$ cat src/rtl/dma_pkg.sv
// Shared constants and types for the DMA window responder.
//   DW / AW      : data and address widths
//   WIN / WORDS  : window edge and words per window (WIN*WIN)
//   mode_e       : request kinds issued by the CNN controller
//   state_e      : responder FSM states
package dma_pkg;

    localparam int unsigned DW    = 16;
    localparam int unsigned AW    = 16;
    localparam int unsigned WIN   = 5;
    localparam int unsigned WORDS = WIN * WIN;
    localparam int unsigned CW    = $clog2(WIN);
    localparam int unsigned KW    = $clog2(WORDS);

    localparam logic [CW-1:0] LAST_COL = CW'(WIN - 1);
    localparam logic [KW-1:0] LAST_IDX = KW'(WORDS - 1);
    localparam logic [AW-1:0] WORDS_AW = AW'(WORDS);

    typedef enum logic [1:0] {
        MODE_READ_WIN    = 2'd0,
        MODE_WRITE       = 2'd1,
        MODE_LOAD_FILTER = 2'd2,
        MODE_LOAD_BIAS   = 2'd3
    } mode_e;

    typedef enum logic [2:0] {
        ST_IDLE,
        ST_ISSUE,
        ST_WAIT,
        ST_FB_WR,
        ST_DONE
    } state_e;

    // Requests whose data ends up in the filter buffer rather than the window.
    function automatic logic mode_uses_fb(mode_e m);
        return (m == MODE_LOAD_FILTER) || (m == MODE_LOAD_BIAS);
    endfunction

endpackage

$ cat src/rtl/dma_addr_gen.sv
// Word counters and address computation for one DMA request.
//   clk, reset   : clock, synchronous active-high reset
//   clear        : restart counters at word 0 (new request)
//   advance      : current word completed, step to the next
//   mode         : request kind (dma_pkg::mode_e encoding)
//   base, offset : base address and row stride
//   filter_num   : filter/bias slot index
//   addr         : address of the current word (wraps mod 2^AW)
//   index        : linear word index 0..WORDS-1
//   last         : current word is the final one of the request
module dma_addr_gen
    import dma_pkg::*;
(
    input  logic          clk,
    input  logic          reset,
    input  logic          clear,
    input  logic          advance,
    input  logic [1:0]    mode,
    input  logic [AW-1:0] base,
    input  logic [AW-1:0] offset,
    input  logic [15:0]   filter_num,
    output logic [AW-1:0] addr,
    output logic [KW-1:0] index,
    output logic          last
);

    logic [CW-1:0] col_q;
    logic [KW-1:0] idx_q;
    // Accumulated r*offset, so no multiplier is needed on the stride.
    logic [AW-1:0] row_off_q;
    logic [AW-1:0] filt_base;
    mode_e         mode_t;

    assign mode_t    = mode_e'(mode);
    assign filt_base = AW'(filter_num) * WORDS_AW;
    assign index     = idx_q;

    always_ff @(posedge clk) begin
        if (reset || clear) begin
            col_q     <= '0;
            idx_q     <= '0;
            row_off_q <= '0;
        end else if (advance) begin
            idx_q <= idx_q + KW'(1);
            if (col_q == LAST_COL) begin
                col_q     <= '0;
                row_off_q <= row_off_q + offset;
            end else begin
                col_q <= col_q + CW'(1);
            end
        end
    end

    always_comb begin
        addr = base;
        last = 1'b1;
        unique case (mode_t)
            MODE_READ_WIN: begin
                addr = base + row_off_q + AW'(col_q);
                last = (idx_q == LAST_IDX);
            end
            MODE_WRITE: begin
                addr = base;
            end
            MODE_LOAD_FILTER: begin
                addr = base + filt_base + AW'(idx_q);
                last = (idx_q == LAST_IDX);
            end
            MODE_LOAD_BIAS: begin
                addr = base + AW'(filter_num);
            end
            default: begin
                addr = base;
            end
        endcase
    end

endmodule

$ cat src/rtl/dma_window_responder.sv
// Responder side of the controller<->DMA start/finish handshake. Executes one
// request at a time as single-word RAM accesses and reports completion.
//   clk, reset          : clock, synchronous active-high reset
//   req_start/finish    : four-phase request handshake
//   req_mode/addr/...   : request parameters, latched when accepted
//   win_data            : last 5x5 window read, element r*WIN+c
//   mem_en/we/addr/...  : single-outstanding RAM port, mem_ack ends an access
//   fb_we/sel/index/... : filter-buffer write port (filter or bias)
module dma_window_responder
    import dma_pkg::*;
(
    input  logic                  clk,
    input  logic                  reset,
    input  logic                  req_start,
    output logic                  req_finish,
    input  logic [1:0]            req_mode,
    input  logic [AW-1:0]         req_addr,
    input  logic [AW-1:0]         req_offset,
    input  logic [15:0]           req_filter_num,
    input  logic [DW-1:0]         req_wdata,
    output logic [WORDS*DW-1:0]   win_data,
    output logic                  mem_en,
    output logic                  mem_we,
    output logic [AW-1:0]         mem_addr,
    output logic [DW-1:0]         mem_wdata,
    input  logic [DW-1:0]         mem_rdata,
    input  logic                  mem_ack,
    output logic                  fb_we,
    output logic                  fb_sel,
    output logic [15:0]           fb_index,
    output logic [WORDS*DW-1:0]   fb_filter,
    output logic [DW-1:0]         fb_bias
);

    state_e state_q, state_d;
    mode_e  mode_q;

    logic [AW-1:0]       addr_q;
    logic [AW-1:0]       offset_q;
    logic [15:0]         fnum_q;
    logic [DW-1:0]       wdata_q;
    logic                finish_q;
    logic [WORDS*DW-1:0] win_q;
    logic [WORDS*DW-1:0] filter_q;
    logic [DW-1:0]       bias_q;

    logic          latch;
    logic          ag_advance;
    logic [AW-1:0] ag_addr;
    logic [KW-1:0] ag_index;
    logic          ag_last;

    dma_addr_gen u_addr_gen (
        .clk        (clk),
        .reset      (reset),
        .clear      (latch),
        .advance    (ag_advance),
        .mode       (mode_q),
        .base       (addr_q),
        .offset     (offset_q),
        .filter_num (fnum_q),
        .addr       (ag_addr),
        .index      (ag_index),
        .last       (ag_last)
    );

    always_comb begin
        state_d    = state_q;
        latch      = 1'b0;
        ag_advance = 1'b0;
        unique case (state_q)
            ST_IDLE: begin
                if (req_start) begin
                    latch   = 1'b1;
                    state_d = ST_ISSUE;
                end
            end
            ST_ISSUE: begin
                state_d = ST_WAIT;
            end
            ST_WAIT: begin
                if (mem_ack) begin
                    ag_advance = 1'b1;
                    if (!ag_last) begin
                        state_d = ST_ISSUE;
                    end else if (mode_uses_fb(mode_q)) begin
                        state_d = ST_FB_WR;
                    end else begin
                        state_d = ST_DONE;
                    end
                end
            end
            ST_FB_WR: begin
                state_d = ST_DONE;
            end
            ST_DONE: begin
                if (!req_start) begin
                    state_d = ST_IDLE;
                end
            end
            default: begin
                state_d = ST_IDLE;
            end
        endcase
    end

    // The access strobe lives only in ISSUE, so it can never appear while
    // an access is still waiting for its ack.
    assign mem_en    = (state_q == ST_ISSUE);
    assign mem_we    = mem_en && (mode_q == MODE_WRITE);
    assign mem_addr  = mem_en ? ag_addr : '0;
    assign mem_wdata = mem_we ? wdata_q : '0;

    assign fb_we    = (state_q == ST_FB_WR);
    assign fb_sel   = fb_we && (mode_q == MODE_LOAD_BIAS);
    assign fb_index = fb_we ? fnum_q : '0;

    assign req_finish = finish_q;
    assign win_data   = win_q;
    assign fb_filter  = filter_q;
    assign fb_bias    = bias_q;

    always_ff @(posedge clk) begin
        if (reset) begin
            state_q  <= ST_IDLE;
            mode_q   <= MODE_READ_WIN;
            addr_q   <= '0;
            offset_q <= '0;
            fnum_q   <= '0;
            wdata_q  <= '0;
            finish_q <= 1'b0;
            win_q    <= '0;
            filter_q <= '0;
            bias_q   <= '0;
        end else begin
            state_q <= state_d;
            // Finish drops the cycle after req_start is seen low in DONE.
            finish_q <= (state_q == ST_DONE) && req_start;
            if (latch) begin
                mode_q   <= mode_e'(req_mode);
                addr_q   <= req_addr;
                offset_q <= req_offset;
                fnum_q   <= req_filter_num;
                wdata_q  <= req_wdata;
            end
            if ((state_q == ST_WAIT) && mem_ack) begin
                unique case (mode_q)
                    MODE_READ_WIN:    win_q[int'(ag_index) * DW +: DW]    <= mem_rdata;
                    MODE_LOAD_FILTER: filter_q[int'(ag_index) * DW +: DW] <= mem_rdata;
                    MODE_LOAD_BIAS:   bias_q <= mem_rdata;
                    default:          ;
                endcase
            end
        end
    end

endmodule

$ cat config.mk
export PLATFORM = sky130hd
export DESIGN_NAME = dma_window_responder
export DESIGN_NICKNAME = d
export VERILOG_FILES = /design/src/rtl/dma_pkg.sv /design/src/rtl/dma_addr_gen.sv /design/src/rtl/dma_window_responder.sv
export SDC_FILE = /design/constraint.sdc
export NUM_CORES = 2
export LEC_CHECK = 0
export CELL_PAD_IN_SITES_DETAIL_PLACEMENT = 1
export CELL_PAD_IN_SITES_GLOBAL_PLACEMENT = 2
export CORE_UTILIZATION = 28
export DETAILED_ROUTE_END_ITERATION = 6
export PLACE_DENSITY_LB_ADDON = 0.1
export SLEW_MARGIN = 30
export SYNTH_ARGS = -nofsm -noshare
export SYNTH_HDL_FRONTEND = slang
export SYNTH_HIERARCHICAL = 1
export SYNTH_SLANG_ARGS = --single-unit
$ cat constraint.sdc
create_clock -name clk -period 4.8 [get_ports clk]
set_clock_uncertainty 0.1 [all_clocks]
set_input_delay 0.72 -clock clk [delete_from_list [all_inputs] [get_ports clk]]
set_output_delay 0.72 -clock clk [all_outputs]
set_load 0.1 [all_outputs]
* Word level (Yosys, flattened, before mapping)
Index checks and enable logic that the tools add are counted.
** Operators by class
- Shifts and indexed selects :: 2
- Multiply operators :: 1
- Multiplexer cells :: 18
- Reduce and logical (&&, ||, !) cells :: 14
- Equality and inequality tests :: 12
- $add $sub $neg :: 9
** Operators with widths (number)
- $bwmux W400 :: 2
- $shift A16 B34 Y400 const A :: 1
- $shiftx A16 B34 Y400 :: 1
- $add A16 B16 Y16 :: 4
- $pmux W16 S4 :: 1
- $mux W16 :: 3
- $neg A9 Y34 :: 1
- $mux W3 :: 6
- $add A16 B3 Y16 :: 1
- $add A16 B5 Y16 :: 1
- $mul A16 B5 Y16 const B :: 1
- $pmux W3 S5 :: 1
- $reduce_and A2 Y1 :: 4
- $eq A3 B2 Y1 const B :: 2
- $eq A3 B3 Y1 const B :: 2
- $ne A2 B2 Y1 const B :: 3
- $add A5 B1 Y5 const B :: 1
- $eq A5 B5 Y1 const B :: 1
- $mux W1 :: 5
- $eq A2 B2 Y1 const B :: 2
- $logic_and A1 B1 Y1 :: 4
- $add A3 B1 Y3 const B :: 1
- $eq A3 B1 Y1 const B :: 1
- $logic_not A3 Y1 :: 1
- 5 further kinds :: 6
** Storage, ports and cells
- Input bits :: 86
- Output and inout port bits :: 869
- Register bits :: 910
- Word-level logic and storage cells :: 69

* Logic depth before layout (Yosys ltp)
- Word-level depth :: 6
- Gate-level depth with buffers :: 16
- Depth with buffers taken out :: 16

* Cells and area by module
Netlist, hierarchy kept.
** By module, submodules not included
- dma_window_responder :: cells an instance 3537, seq. area each 17737.0 µm², times used 1, area each 36073.3 µm²
- dma_addr_gen :: cells an instance 639, seq. area each 480.5 µm², times used 1, area each 5300.1 µm²

* Worst setup path before layout
OpenSTA, ideal clock, no wires.
- Path type :: reg2out
- Start :: reg fnum_q[5]
- End :: out mem_addr[15]
- Setup slack :: -520 ps
- Cell stages (with the launch flop) :: 17
- Arrival time :: 4500 ps
- Cell sequence :: dfxtp_1 > ha_1 > inv_1 > fa_1 > inv_1 > fa_1 > ha_1 > ha_1 > o21a_1 > o31a_1 > o211ai_2 > a41oi_2 > or4_1 > a31oi_1 > a41oi_1 > o311ai_1 > and2_1
** On the way
- Word-level cells in the longest chain between the ends :: 5
- Elaborated cells on any way between the ends :: 6
- Classes of those cells :: add/sub: 3; mul: 1; mux: 2
** Ends and longest elaborated chain
- start, declared :: line dma_window_responder.sv:40 : logic [15:0] fnum_q;
- start signal, assigned :: line dma_window_responder.sv:143 : fnum_q <= req_filter_num;
- $mul A16 B5 Y16 :: line dma_addr_gen.sv:35 : assign filt_base = AW'(filter_num) * WORDS_AW;
- $add A16 B16 Y16 :: line dma_addr_gen.sv:66 : addr = base + filt_base + AW'(idx_q);
- $add A16 B5 Y16 :: line dma_addr_gen.sv:66
- $pmux W16 S4 (*) :: line dma_addr_gen.sv:57 : unique case (mode_t)
- named net ag_addr[15] :: line dma_window_responder.sv:49 : logic [AW-1:0] ag_addr;
- $mux W16 (*) :: line dma_window_responder.sv:111 : assign mem_addr = mem_en ? ag_addr : '0;
- end, declared :: line dma_window_responder.sv:24 : output logic [AW-1:0] mem_addr,
The timed path passes the listed nets; every way through them passes the cells marked *.

* Final worst setup path
- Start :: reg addr_q[4]
- End :: out mem_addr[15]
** On the way
- Word-level cells in the longest chain between the ends :: 4
- Elaborated cells on any way between the ends :: 7
- Classes of those cells :: add/sub: 5; mux: 2
** Ends and longest elaborated chain
- start, declared :: line dma_window_responder.sv:38 : logic [AW-1:0] addr_q;
- start signal, assigned :: line dma_window_responder.sv:141 : addr_q <= req_addr;
- $add A16 B16 Y16, on equally long branches :: line dma_addr_gen.sv:66, dma_addr_gen.sv:59
- $add A16 B5 Y16 / $add A16 B3 Y16 (equally long branches) :: line dma_addr_gen.sv:66, dma_addr_gen.sv:59
- $pmux W16 S4 (*) :: line dma_addr_gen.sv:57
- named net ag_addr[15] :: line dma_window_responder.sv:49
- $mux W16 (*) :: line dma_window_responder.sv:111
Marks and branches as above.

==> run metrics <==
status finished with violations; failing checks setup timing; Crit Path Category register to primary output; Slew @ Worst Pin 1.17 ns; Min-Delay Path Class register to register; CTS tree done; DRT antenna net count 0; DRC viols 0; Final Hold Viols 0; Synth Flop Type dfxtp_1; max-slew violation count 0; Reg2Reg Setup Slack 0.69 ns; wire length on met3 13.0 mm; post-synth net total 4398; PnR worst setup slack -0.901 ns; Mapped Area 41400 um^2; Pleak 23.8 nW; slowest CP cell or4_1; Final min period 5.70 ns; unrepaired setup endpoints after global routing yes; share of cells above drive strength 1 18.9%; fillers 16369; critical path buffer and inverter count 3; CP arrival 4.88 ns; asr flop ratio synth 0%; final hold slack 0.346 ns; Most Frequent Cell on Critical Path ha_4; area of the die 149000 um^2; Largest stage delay, worst path 0.55 ns; clk root buf clkbuf_16; Max Cap Viol 0; Pre-antenna DRT Iters 5; CTS Hold Buffers Added 0; first-pass GRT wire length 271 mm; largest net degree at the start of global routing 214; Top Ports 955; IO buf count 954; data required time of the worst path 3.98 ns; critical path, cell by cell ha_4 -> ha_4 -> inv_2 -> fa_1 -> fa_1 -> inv_2 -> ha_4 -> o21a_1 -> o31a_1 -> o211ai_2 -> a41oi_2 -> or4_1 -> a31oi_1 -> a41oi_1 -> o311ai_1 -> and2_4 -> buf_12; Longest Clk Path Bufs 3; post-layout util 38.4%; combinational share of power 9.4%; FF+latch count, synth 910; Synth area leader dfxtp_1; area of the core 146000 um^2; final setup vio count 12; Starting Density 28.3%; Crit Path Max Fanout 2; DR vias 34304; share of power burned in registers 42.4%; register area share after synthesis 44.0%; initial antenna violation count 12; Worst path top cell family by delay adder cells; total global routing overflow 0; via/cell ratio 4.80; PD cells 322 nW/um^2; Synth warnings 6; Worst-path clk slew 0.06 ns; Total Wirelength 191 mm; CTS sink count 910; H-tree depth 3; Overall Global Routing Usage 24.9%; Final HPWL DP 139 mm; Post-synth top cells dfxtp_1 (910), nand2b_1 (798), mux2i_1 (788); headroom to the max-slew limit 21.7%; total negative slack -7.29 ns; top routing layer in use met5; period utilization 119%; met1 wire length 82.2 mm; dpl ws -0.369 ns; Synth Instances 4176; switching share of power 25.3%; Worst Setup End Kind primary output; routed length on met2 91.0 mm; number of synthesized flops with an enable pin 0; post-synth top area share 44.0%; most common cell in the netlist dfxtp_1; Clk network pwr share 48.2%; crit start category register; worst IR drop on VDD 270 uV; Max Clk Rate 175 MHz; worst-skew pair later-pin latency 0.72 ns; GPL Wtd Cong 0.831; mean routed wirelength per cell 26.8 um; Die Wd 386 um; Die Y 386 um; Site Rows 140; top post-synthesis cells by area dfxtp_1 (44%), mux2i_1 (19%), nand2b_1 (12%); P_sw 4.56 mW; NumNets Final 5353; Syn-to-layout area delta 35.5%; Distinct cells, synth 86; vias in the first global route 35644; mean post-synth cell area 9.91 um^2; DRT iter0 DRCs 1620; TritonCTS Buffers 110; Int Power 13.5 mW
worst reg2reg max path: stages, from the launching register on:
cell       delay (ns)
dfxtp_1          0.34
buf_4            0.31
inv_1            0.17
ha_1             0.22
buf_4            0.18
nand2b_1         0.18
nor2_1           0.07
ha_1             0.29
or2_2            0.33
a2111oi_1        0.70
nand3_2          0.78
mux2i_1          0.38
placed cells by master, fill, tap and decap left out, types with 73 or more instances in the layout:
master / synthesis / routed
nand2_1: 333 / 330
nand3_1: 123 / 123
nand4_1: 73 / 73
dfxtp_1: 910 / 900
mux2i_1: 788 / 788
clkbuf_16: 0 / 113
a21oi_1: 131 / 127
inv_1: 96 / 89
buf_2: 57 / 386
ha_1: 104 / 77
nand2b_1: 798 / 798
buf_4: 17 / 235
clkdlybuf4s50_1: 0 / 492
per-stage QoR:
step                      cell area (um^2)  power, mW  std cells
after global placement               53500       9.35       6919
after detailed placement             51700       9.35       6919
after CTS                            56100       18.3       7131
after global routing                 56000       18.8       7137
final                                56100       18.1       7140
after floorplan                      41400       8.69       4176
registers in the layout, summed over array words and instances, names as in the netlist, 5 cells and up:
| name | flops |
|---|---|
| wdata_q | 16 |
| win_data | 400 |
| fb_filter | 400 |
| addr_q | 16 |
| fnum_q | 16 |
| u_addr_gen/index | 5 |
| fb_bias | 16 |
| u_addr_gen/row_off_q | 16 |
| offset_q | 16 |
power by group through the flow:
stage	combinational, mW	sequential, mW	clock [mW]
2_1_floorplan	0.861	7.83	0
3_3_place_gp	1.53	7.82	0
3_5_place_dp	1.53	7.82	0
4_1_cts	1.69	7.66	8.94
5_1_grt	1.83	7.66	9.27
6_report	1.70	7.66	8.70
layer usage:
layer / GRT usage (%) / vias to the layer above
li1: - / 16041
met1: 30.6 / 17266
met2: 41.7 / 813
met3: 7.37 / 182
met4: 7.03 / 2
met5: 0 / -
area by class of cell:
type / instances / area [um^2] / share of cell area [%]
multi-input combinational: 2866 / 22100 / 39.5
sequential: 910 / 18200 / 32.5
timing repair buffer: 1147 / 9150 / 16.3
clock buffer: 177 / 3430 / 6.12
tap: 1917 / 2400 / 4.28
inverter: 96 / 363 / 0.647
clock inverter: 23 / 333 / 0.594
antenna: 4 / 10.0 / 0.0179
final timing paths:
| kind | cells past startpoint | start | end |
|---|---|---|---|
| setup / recovery | 17 | addr_q[4]$_SDFFE_PP0P_ | mem_addr[15] |
| setup reg to reg | 11 | u_addr_gen/index[0]$_SDFFE_PP0P_ | fb_filter[324]$_SDFFE_PP0P_ |
| hold / removal | 2 | wdata_q[12]$_SDFFE_PP0P_ | wdata_q[12]$_SDFFE_PP0P_ |
| hold reg to reg | 2 | wdata_q[12]$_SDFFE_PP0P_ | wdata_q[12]$_SDFFE_PP0P_ |
cells by family after synthesis:
| kind of cell | Yosys count | synth area share (%) |
|---|---|---|
| simple gates | 1612 | 22.2 |
| xor+xnor | 55 | 1.26 |
| flops | 910 | 44.0 |
| mux | 800 | 19.7 |
| buf+inv | 400 | 4.12 |
| compound gates | 263 | 4.05 |
| fa+ha+maj | 136 | 4.69 |
what timing repair did:
item / 4_1_cts / 5_1_grt
hold endpoints to repair: 0 / 0
gates cloned: 0 / 0
setup endpoints to repair: 13 / 13
gates resized for setup: 95 / 15
buffers inserted: 13 / 6
pin swaps: 60 / 13
(Power assumes the default switching activity.)
